## src/rtl/sipo_rx_pkg.sv

```systemverilog
// Shared definitions for the sipo_rx serial receiver: default word width,
// shift FSM states and the bit-counter width helper.
package sipo_rx_pkg;

  localparam int unsigned DEF_WIDTH = 4;

  typedef enum logic {
    ST_IDLE  = 1'b0,
    ST_SHIFT = 1'b1
  } state_t;

  // Counter wide enough to hold 0..w
  function automatic int unsigned CNT_W(input int unsigned w);
    return $clog2(w + 1);
  endfunction

endpackage

```

## src/rtl/sipo_shift_core.sv

```systemverilog
// Serial datapath for sipo_rx: MSB-first shift register, bit counter and
// frame FSM with sync/sin_en handling; flags each completed word.
module sipo_shift_core
  import sipo_rx_pkg::*;
#(
  parameter int unsigned WIDTH = DEF_WIDTH
) (
  input  logic             clk,
  input  logic             rst_n,
  input  logic             sin,
  input  logic             sin_en,
  input  logic             sync,
  output logic [WIDTH-1:0] word,
  output logic             word_done,
  output logic             busy
);

  localparam int unsigned CW = CNT_W(WIDTH);
  localparam logic [CW-1:0] LAST = CW'(WIDTH - 1);

  state_t          state;
  logic [WIDTH-1:0] shreg;
  logic [CW-1:0]   cnt;

  // The completing bit is visible combinationally so the holding register
  // loads on the same edge that samples it; sync always starts a new frame.
  assign word      = {shreg[WIDTH-2:0], sin};
  assign word_done = sin_en & ~sync & (state == ST_SHIFT) & (cnt == LAST);
  assign busy      = (cnt != '0);

  always_ff @(posedge clk or negedge rst_n) begin
    if (!rst_n) begin
      state <= ST_IDLE;
      shreg <= '0;
      cnt   <= '0;
    end else if (sync) begin
      if (sin_en) begin
        shreg <= {{(WIDTH-1){1'b0}}, sin};
        cnt   <= CW'(1);
        state <= ST_SHIFT;
      end else begin
        shreg <= '0;
        cnt   <= '0;
        state <= ST_IDLE;
      end
    end else if (sin_en) begin
      shreg <= word;
      case (state)
        ST_IDLE: begin
          cnt   <= CW'(1);
          state <= ST_SHIFT;
        end
        ST_SHIFT: begin
          if (cnt == LAST) begin
            cnt   <= '0;
            state <= ST_IDLE;
          end else begin
            cnt <= cnt + CW'(1);
          end
        end
        default: begin
          cnt   <= '0;
          state <= ST_IDLE;
        end
      endcase
    end
  end

endmodule

```

## src/rtl/sipo_rx.sv

```systemverilog
// Serial-in parallel-out receiver: double-buffered word output with
// valid/ready handshake and a sticky overrun flag.
module sipo_rx
  import sipo_rx_pkg::*;
#(
  parameter int unsigned WIDTH = DEF_WIDTH
) (
  input  logic             clk,
  input  logic             rst_n,
  input  logic             sin,
  input  logic             sin_en,
  input  logic             sync,
  output logic [WIDTH-1:0] dout,
  output logic             dout_valid,
  input  logic             dout_ready,
  output logic             busy,
  output logic             overrun,
  input  logic             ovr_clr
);

  logic [WIDTH-1:0] word;
  logic             word_done;
  logic             consume;
  logic             can_load;

  sipo_shift_core #(
    .WIDTH(WIDTH)
  ) u_core (
    .clk       (clk),
    .rst_n     (rst_n),
    .sin       (sin),
    .sin_en    (sin_en),
    .sync      (sync),
    .word      (word),
    .word_done (word_done),
    .busy      (busy)
  );

  assign consume  = dout_valid & dout_ready;
  assign can_load = ~dout_valid | dout_ready;

  always_ff @(posedge clk or negedge rst_n) begin
    if (!rst_n) begin
      dout       <= '0;
      dout_valid <= 1'b0;
    end else if (word_done && can_load) begin
      dout       <= word;
      dout_valid <= 1'b1;
    end else if (consume) begin
      dout_valid <= 1'b0;
    end
  end

  // A new drop in the same cycle as ovr_clr must leave the flag set
  always_ff @(posedge clk or negedge rst_n) begin
    if (!rst_n) begin
      overrun <= 1'b0;
    end else if (word_done && !can_load) begin
      overrun <= 1'b1;
    end else if (ovr_clr) begin
      overrun <= 1'b0;
    end
  end

endmodule

```

## config.mk

```make
export PLATFORM = sky130hd
export DESIGN_NAME = sipo_rx
export DESIGN_NICKNAME = d
export VERILOG_FILES = /design/src/rtl/sipo_rx_pkg.sv /design/src/rtl/sipo_shift_core.sv /design/src/rtl/sipo_rx.sv
export SDC_FILE = /design/constraint.sdc
export NUM_CORES = 1
export LEC_CHECK = 0
export CAP_MARGIN = 30
export CORE_AREA = 2 2 39 41
export CTS_CLUSTER_DIAMETER = 30
export DETAILED_ROUTE_END_ITERATION = 7
export DIE_AREA = 0 0 41 43
export MAX_ROUTING_LAYER = met4
export PLACE_DENSITY = 0.73
export SYNTH_ARGS = -nofsm -noshare
export SYNTH_HDL_FRONTEND = slang
export SYNTH_SLANG_ARGS = --single-unit
```

## constraint.sdc

```tcl
create_clock -name clk -period 1.8 [get_ports clk]
set_input_delay 0.36 -clock clk [delete_from_list [all_inputs] [get_ports clk]]
set_output_delay 0.36 -clock clk [all_outputs]
set_load 0.01 [all_outputs]
```

**After elaboration in Yosys (flattened, before gate mapping)**

Index checks and enable logic that the tools add are counted.
W data, S select, Z words.

- Register bits after elaboration: 13
- Bits of input ports: 7

- Multiplexer cells: 17
- Add/sub/neg operators: 1
- Reduce and logical (&&, ||, !) cells: 7
- Bitwise operators: 8
- Eq/ne operators: 1

Operators by type and width:

| cell | number |
|---|---|
| $mux W3 | 5 |
| $mux W1 | 10 |
| $pmux W3 S2 | 1 |
| $reduce_bool A2 Y1 | 3 |
| $and A1 B1 Y1 | 4 |
| $add A3 B1 Y3 const B | 1 |
| $eq A3 B2 Y1 const B | 1 |
| $not A1 Y1 | 3 |
| $reduce_bool A3 Y1 | 1 |
| $logic_and A1 B1 Y1 | 2 |
| $pmux W1 S2 | 1 |
| $logic_not A1 Y1 | 1 |
| $or A1 B1 Y1 | 1 |

**Longest topological paths before layout**

Gate-level depths: netlist (run 1).

- Depth after elaboration: 6
- Depth in mapped cells: 4

**Hierarchy**

A second synthesis (run 1) with hierarchy kept.

- Cells, all modules: 50
- Area, all modules: 611.8 µm²

Modules (own cells, without submodules):

| module | cells each | instances | area each (µm²) |
|---|---|---|---|
| sipo_shift_core | 34 | 1 | 359.1 |
| sipo_rx | 16 | 1 | 252.7 |

**Least setup slack after synthesis (run 1)**

Ideal clock, no wire load.

- Path kind: input port to flip-flop
- Start point: input sync
- End point: register dout[0]
- Path buffers: 1
- Stages on the path: 4
- Slack: 0.562 ns
- Data arrival time: 1.113 ns
- Path through: buf_4 -> nor2_2 -> nand4_4 -> mux2_4

- Cells in the longest elaborated chain, start to end: 5

RTL lines:

| what | line | source |
|---|---|---|
| start, declared | sipo_rx.sv:12 | `input logic sync,` |
| $not A1 Y1 | sipo_shift_core.sv:28 | `assign word_done = sin_en & ~sync & (state == ST_SHIFT) & (cnt == LAST);` |
| $and A1 B1 Y1 (3 in series) | sipo_shift_core.sv:28 |  |
| $logic_and A1 B1 Y1 | sipo_rx.sv:46 | `end else if (word_done && can_load) begin` |
| end signal, assigned | sipo_rx.sv:47 | `dout <= word;` |
| end, declared | sipo_rx.sv:13 | `output logic [WIDTH-1:0] dout,` |

Every way passes these cells.
A chain may end at the register's enable or synchronous reset.

**Final worst setup path (run 1)**

- Start point: register u_core.cnt[0]
- End point: output busy

- Cells in the longest elaborated chain, start to end: 1

RTL lines:

| what | line | source |
|---|---|---|
| start, declared | sipo_shift_core.sv:23 | `logic [CW-1:0] cnt;` |
| start signal, assigned | sipo_shift_core.sv:58 | `cnt <= cnt + CW'(1);` |
| $reduce_bool A3 Y1 | sipo_shift_core.sv:29 | `assign busy = (cnt != '0);` |
| end, declared | sipo_rx.sv:16 | `output logic busy,` |

Every way passes these cells.

==> reports/results.ini, run 1 <==
[run_status]
run_status = completed

[logic_synthesis]
synth.yosys.warnings = 0
yosysTopAreaCell = sky130_fd_sc_hd__dfrtp_1
synth.cell_area_sq_um = 603
yosys_register_bits = 13
share_of_yosys_cell_area_claimed_by_the_top_area_cell_type_pct = 53.9
synthMostInstantiatedCell = sky130_fd_sc_hd__dfrtp_1
synth_ff_type = sky130_fd_sc_hd__dfrtp_1
ys_seq_area_share_pct = 53.9
ys_top_cells_by_area = sky130_fd_sc_hd__dfrtp_1, sky130_fd_sc_hd__mux2_4, sky130_fd_sc_hd__ha_1, sky130_fd_sc_hd__nand4_4, sky130_fd_sc_hd__mux2i_1
synthesized_area_per_cell_sq_um = 12.6
post_synth_inst_count = 48
synth_top_cells_by_count = sky130_fd_sc_hd__dfrtp_1, sky130_fd_sc_hd__inv_1, sky130_fd_sc_hd__mux2_4, sky130_fd_sc_hd__nor2_1, sky130_fd_sc_hd__nand2b_1
synth-edff-count = 0
synth_cell_types = 21
synth_fp_nets = 57
async_reset_ff_share_pct = 100

[die]
dieArea_sq_um = 1760
fp.dieH_microns = 43
floorplan.core_area_sq_um = 1380
die_w_microns = 41
top_level_ports = 14
floorplan.initialDensity_pct = 43.6
std_cell_rows = 14

[critical_path]
worstSetupStartpointType = flop
timing.critical_path.arrival_ps = 1210
regToRegEndpoint = dout[0]
timing.rr.start = u_core.cnt[1]
reg2reg_slack_ps = 590
worst_r2r_path_depth = 3
worstPathRequired_ps = 1440
cp_max_fo = 3
critical_path_capture_point_type = output pin
path_class = reg2out
worst_setup_path_startpoint = u_core.cnt[0]
critical_path.endpoint = busy

[timing]
min_period_over_period_pct = 87.4
fmax_ghz = 0.635
tightestPinTransition_ps = 561
grt_setup_unrepaired = no
timing_max_transition_violations_final = 0
final.hold.worst_slack_ps = 443
period_needed_ps = 1570
fin_setup_tns_ps = 0
post-route-worst-setup-slack_ps = 226
timing.final.hold_violations = 0
clock-skew-final_ps = 5.65
timing.max_slew.rel_slack_pct = 62.5
setup_violations = 0

[placement]
placement.setup.worst_slack_ps = 170
placement.io_buffers = 13
placed_cell_areas_sq_um = 749
gp_congestion = 0.757
dpl.cell_count = 77
post-dp-hpwl_microns = 768

[power_and_ir_drop]
p_int_mw = 0.462
max-vdd-ir-drop_uv = 448
totalPowerFinal_mw = 0.610
p_leak_nw = 0.374
power.share.switching_pct = 24.3
switching_power_mw = 0.148
share_comb_of_total_power_pct = 17.7
cellPowerDensity_nw_per_um2 = 788
clock_power_share_pct = 29.1
p_seq_share_pct = 53.3

[route]
post-route-drc-count = 0
first_pass_iters = 2
antenna_violating_nets_post_route = 0
initial_drt_markers = 1
wl_per_cell_microns = 12.3
routed_wirelength_microns = 993
num_vias = 398
via_per_inst = 4.91

[clock_network]
clk_latency_ps = 270
cts_num_sinks = 13
cts-root-to-sink-buffers = 2
tritoncts.num_buffers = 3
cts.root.buffer_cell = sky130_fd_sc_hd__clkbuf_4
cts.htree.levels = 1
clkTransAtPathRegs_ps = 80
tritoncts = yes

[cells_and_area]
flow.area_growth_from_synthesis_pct = 28.4
final_area_sq_um = 774
num_antenna_cells = 0
utilization_after_layout_pct = 56.0
layout-drive-gt1-share_pct = 20.0
fin_cells = 81
nNetsFinal = 75
n_fill_cell = 121

[global_route]
grt_start_max_net_pins = 14
vias_in_the_first_global_route = 395
grt_pass1_wl_microns = 1750
overflow = 0
grt_usage_pct = 15.7
grt_antenna_before_repair = 0

[flow_run]
timing.max_cap.violations = 0

[worst_hold_path]
hold_path_class = in2async

-- worst min path at each step --
stage / slack (ps) / startpoint / to / cells past startpoint
finish: 440 / rst_n / dout_valid / 1
global route: 500 / rst_n / dout[0] / 1
CTS: 460 / rst_n / dout_valid / 1
detailed placement: 500 / u_core.shreg[2] / dout[3] / 1
global placement: 500 / u_core.shreg[2] / dout[3] / 1
floorplan: 60 / rst_n / dout[0] / 0
-- layout by cell type (no fill, tap or decap), types with 2 or more instances in the layout --
| master | synthesis | layout |
|---|---|---|
| sky130_fd_sc_hd__dfrtp_1 | 13 | 13 |
| sky130_fd_sc_hd__nand3_1 | 2 | 2 |
| sky130_fd_sc_hd__clkbuf_4 | 0 | 3 |
| sky130_fd_sc_hd__mux2i_1 | 2 | 2 |
| sky130_fd_sc_hd__clkdlybuf4s50_1 | 0 | 12 |
| sky130_fd_sc_hd__inv_1 | 4 | 4 |
| sky130_fd_sc_hd__nand2b_1 | 3 | 3 |
| sky130_fd_sc_hd__ha_1 | 2 | 2 |
| sky130_fd_sc_hd__mux2_4 | 4 | 4 |
| sky130_fd_sc_hd__nor2_1 | 4 | 4 |
| sky130_fd_sc_hd__o21ai_0 | 2 | 2 |
| sky130_fd_sc_hd__buf_4 | 1 | 2 |
-- routing by layer --
| layer | vias to the layer above | part of all wire [%] | track usage, % |
|---|---|---|---|
| met3 | 4 | 3.8 | 3.14 |
| met5 | - | 0 | - |
| met1 | 186 | 47 | 19.9 |
| met4 | 0 | 2.2 | 10.0 |
| li1 | 196 | - | - |
| met2 | 12 | 46 | 22.2 |
-- power by group through the flow --
stage	Combinational, mW	Clock [mW]	Sequential (mW)
2_1_floorplan	0.0534	0	0.333
3_3_place_gp	0.109	0	0.329
3_5_place_dp	0.112	0	0.331
4_1_cts	0.110	0.184	0.325
5_1_grt	0.119	0.197	0.328
6_report	0.108	0.177	0.325
-- logic make-up after synthesis --
family	synth area share, %
AO/OA/AOI/OAI	7.68
multiplexers	13.3
buffers and inverters	5.60
AND/OR/NAND/NOR	15.4
flip-flops	53.9
adder cells (fa/ha/maj)	4.15
-- area by class of cell --
class	count	area, sq um	area share (%)
inverter	4	15.0	1.94
tap	16	20.0	2.58
timing repair buffer	15	144	18.6
sequential	13	325	42.0
clock buffer	4	26.3	3.39
multi-input combinational	29	244	31.5
-- repair_timing --
action,4_1_cts,5_1_grt
resized for setup,1,0
endpoints found under the hold margin,0,0
setup endpoints to repair,1,0
hold buffers,0,0
buffers inserted,0,0
-- registers in the layout (all words and copies together), names as in the netlist --
name,cells
dout,4
u_core.cnt,3
u_core.shreg,3
dout_valid,1
overrun,1
u_core.state,1
-- worst max-delay path, stage by stage, from the launching register on --
cell and delay (ps):
sky130_fd_sc_hd__dfrtp_1 390, sky130_fd_sc_hd__inv_1 90, sky130_fd_sc_hd__ha_1 150, sky130_fd_sc_hd__nand2b_1 50, sky130_fd_sc_hd__dlygate4sd2_1 280
Note: power is estimated with default switching activity, not from simulation.
==> run 2: changes to the inputs <==
--- a/config.mk
+++ b/config.mk
@@ -10,2 +10,3 @@
 export CTS_CLUSTER_DIAMETER = 30
+export CTS_CLUSTER_SIZE = 25
 export DETAILED_ROUTE_END_ITERATION = 7
--- a/constraint.sdc
+++ b/constraint.sdc
@@ -3,2 +3,2 @@
 set_output_delay 0.36 -clock clk [all_outputs]
-set_load 0.01 [all_outputs]
+set_load 0.02 [all_outputs]
==> run 2 against run 1 <==
Wire length is 0.40% lower. Combinational power is 9% higher. Utilization is 0.090 points higher. Critical path type unchanged. Clock power hardly changed. Highest routed layer is now met3. Sequential share of layout area is 0.068 points lower. Critical endpoint unchanged. Largest cell class unchanged.
==> reports/results.ini, run 2 (synthesized netlist as in run 1, its figures left out) <==
[die]
die_w_microns = 41  ; unchanged
dieArea_sq_um = 1760  ; unchanged
std_cell_rows = 14  ; unchanged
floorplan.core_area_sq_um = 1380  ; unchanged
floorplan.initialDensity_pct = 43.6  ; unchanged
top_level_ports = 14  ; unchanged
fp.dieH_microns = 43  ; unchanged

[clock_network]
clkTransAtPathRegs_ps = 80  ; about the same
cts.root.buffer_cell = sky130_fd_sc_hd__clkbuf_4
post_cts_hold_buffer_count = 0  ; unchanged
cts-root-to-sink-buffers = 2  ; unchanged
tritoncts.num_buffers = 3  ; unchanged
cts.htree.levels = 1  ; unchanged
tritoncts = yes
cts_num_sinks = 13  ; unchanged
clk_latency_ps = 270  ; about the same

[cells_and_area]
seqCellArea_sq_um = 325  ; unchanged
flow.area_growth_from_synthesis_pct = 28.6
final_common_cell = sky130_fd_sc_hd__dfrtp_1
register_containing_the_most_flip_flops_in_the_final_layout = dout
multi_input_area_sq_um = 244  ; unchanged
num_antenna_cells = 0  ; unchanged
layout-drive-gt1-share_pct = 21.5  ; +1.5 points
commonest_cells_after_routing_fill_and_taps_aside = sky130_fd_sc_hd__dfrtp_1, sky130_fd_sc_hd__clkdlybuf4s50_1, sky130_fd_sc_hd__inv_1, sky130_fd_sc_hd__mux2_4, sky130_fd_sc_hd__nor2_1
largest_registers_ranked_by_flip_flop_count = dout: 4 flops, u_core.cnt: 3 flops, u_core.shreg: 3 flops
nNetsFinal = 75  ; unchanged
final_area_sq_um = 776  ; +0.16%
n_fill_cell = 125  ; +3.3%
largest_register_ffs = 4  ; unchanged

[critical_path]
cells_along_the_critical_path = inv_1 -> ha_1 -> nand2b_1 -> dlygate4sd2_1
worst_path_largest_cell_delay_ps = 360  ; -30 ps
cp_max_fo = 3  ; unchanged
regToRegEndpoint = dout[2]
worstSetupStartpointType = flop
critPathBufInv = 2  ; unchanged
worst_setup_path_startpoint = u_core.cnt[0]
critical_path.slowest_cell = sky130_fd_sc_hd__dfrtp_1
reg2reg_slack_ps = 610  ; +20 ps
crit_cells = 4  ; unchanged
path_class = reg2out
timing.critical_path.arrival_ps = 1290  ; +80 ps
critical_path.endpoint = busy
timing.rr.start = u_core.cnt[1]
worstPathRequired_ps = 1440  ; about the same
timing.critical_path.max_delay_family = buffers and inverters
critical_path_capture_point_type = output pin
worst_r2r_path_depth = 3  ; unchanged

[placement]
placement.io_buffers = 13  ; unchanged
gp_congestion = 0.802  ; +6.0%
placement.setup.worst_slack_ps = 176  ; +5.55 ps
post-dp-hpwl_microns = 783  ; +1.9%
placed_cell_areas_sq_um = 749  ; unchanged

[power_and_ir_drop]
totalPowerFinal_mw = 0.621  ; +1.9%
p_leak_nw = 0.377  ; +0.73%
cellPowerDensity_nw_per_um2 = 801  ; +1.7%
max-vdd-ir-drop_uv = 424  ; -5.5%

[global_route]
grt_usage_pct = 14.6  ; -1.1 points
grt_start_max_net_pins = 14  ; unchanged
grt_pass1_wl_microns = 1690  ; -3.2%
vias_in_the_first_global_route = 410  ; +3.8%
overflow = 0  ; unchanged
grt_antenna_before_repair = 0  ; unchanged

[timing]
fmax_ghz = 0.607  ; -4.4%
tightestPinTransition_ps = 577  ; +15.2 ps
timing.final.hold_violations = 0  ; unchanged
fin_setup_tns_ps = 0  ; unchanged
clock-skew-final_ps = 1.21  ; -4.45 ps
timing.max_slew.rel_slack_pct = 61.4  ; -1.0 points
setup_violations = 0  ; unchanged
period_needed_ps = 1650  ; +72.8 ps
post-route-worst-setup-slack_ps = 153  ; -72.8 ps
grt_setup_unrepaired = no
timing_max_transition_violations_final = 0  ; unchanged
min_period_over_period_pct = 91.5  ; +4.0 points

[route]
via_per_inst = 4.93  ; +0.25%
routed_wirelength_microns = 989  ; -0.40%
wl_per_cell_microns = 12.2  ; -0.40%
post-route-drc-count = 0  ; unchanged
num_vias = 399  ; +0.25%
first_pass_iters = 2  ; unchanged
initial_drt_markers = 4  ; +3
antenna_violating_nets_post_route = 0  ; unchanged

[run_status]
run_status = completed

[worst_hold_path]
hold_path_class = in2async

[flow_run]
timing.max_cap.violations = 0  ; unchanged

==> run 2: layout make-up <==
type / instances / share of cell area (%)
Timing Repair Buffer: 15 / 18.5
Multi-Input combinational cell: 29 / 31.5
Inverter: 4 / 1.94
Sequential cell: 13 / 41.9
Clock inverter: 1 / 0.645
Clock buffer: 3 / 2.90
Tap cell: 16 / 2.58
==> run 2: worst min path at each step <==
| stage | start | to |
|---|---|---|
| 2_1_floorplan | rst_n | dout[0] |
| 3_3_place_gp | u_core.shreg[2] | dout[3] |
| 3_5_place_dp | u_core.shreg[2] | dout[3] |
| 4_1_cts | rst_n | u_core.cnt[1] |
| 5_1_grt | rst_n | u_core.cnt[2] |
| 6_report | rst_n | u_core.cnt[2] |
==> run 2: per-layer routing <==
metal  vias to the layer above  share of wire, %  GRT usage (%)
li1                        195                 -              -
met1                       192                48           19.2
met2                        12                49           19.4
met3                         0               3.0           4.71
met4                         0                 0           8.00
met5                         -                 0              -
==> run 2: what timing repair did <==
item,CTS,global route
gates resized for setup,1,0
hold endpoints to repair,0,0
setup buffers,0,0
setup endpoints to repair,1,0
==> run 2: per-stage QoR <==
step | instances | hold WS [ps] | util [%]
4_1_cts | 81 | 463 | 56.1
6_report | 81 | 446 | 56.1
5_1_grt | 81 | 466 | 56.1
3_3_place_gp | 77 | 496 | 54.2
2_1_floorplan | 48 | 64.4 | -
3_5_place_dp | 77 | 499 | 54.2
==> run 2: worst register-to-register path, stage by stage, from the launching register on <==
cell and delay [ps]:
sky130_fd_sc_hd__dfrtp_1 370, sky130_fd_sc_hd__ha_1 240, sky130_fd_sc_hd__nand4_4 140, sky130_fd_sc_hd__mux2_4 320
==> run 2: report_power, final <==
group	total [mW]	internal [mW]	switching [mW]
clock network	0.179	0.0824	0.0969
logic	0.118	0.0643	0.0536
registers	0.324	0.311	0.0127
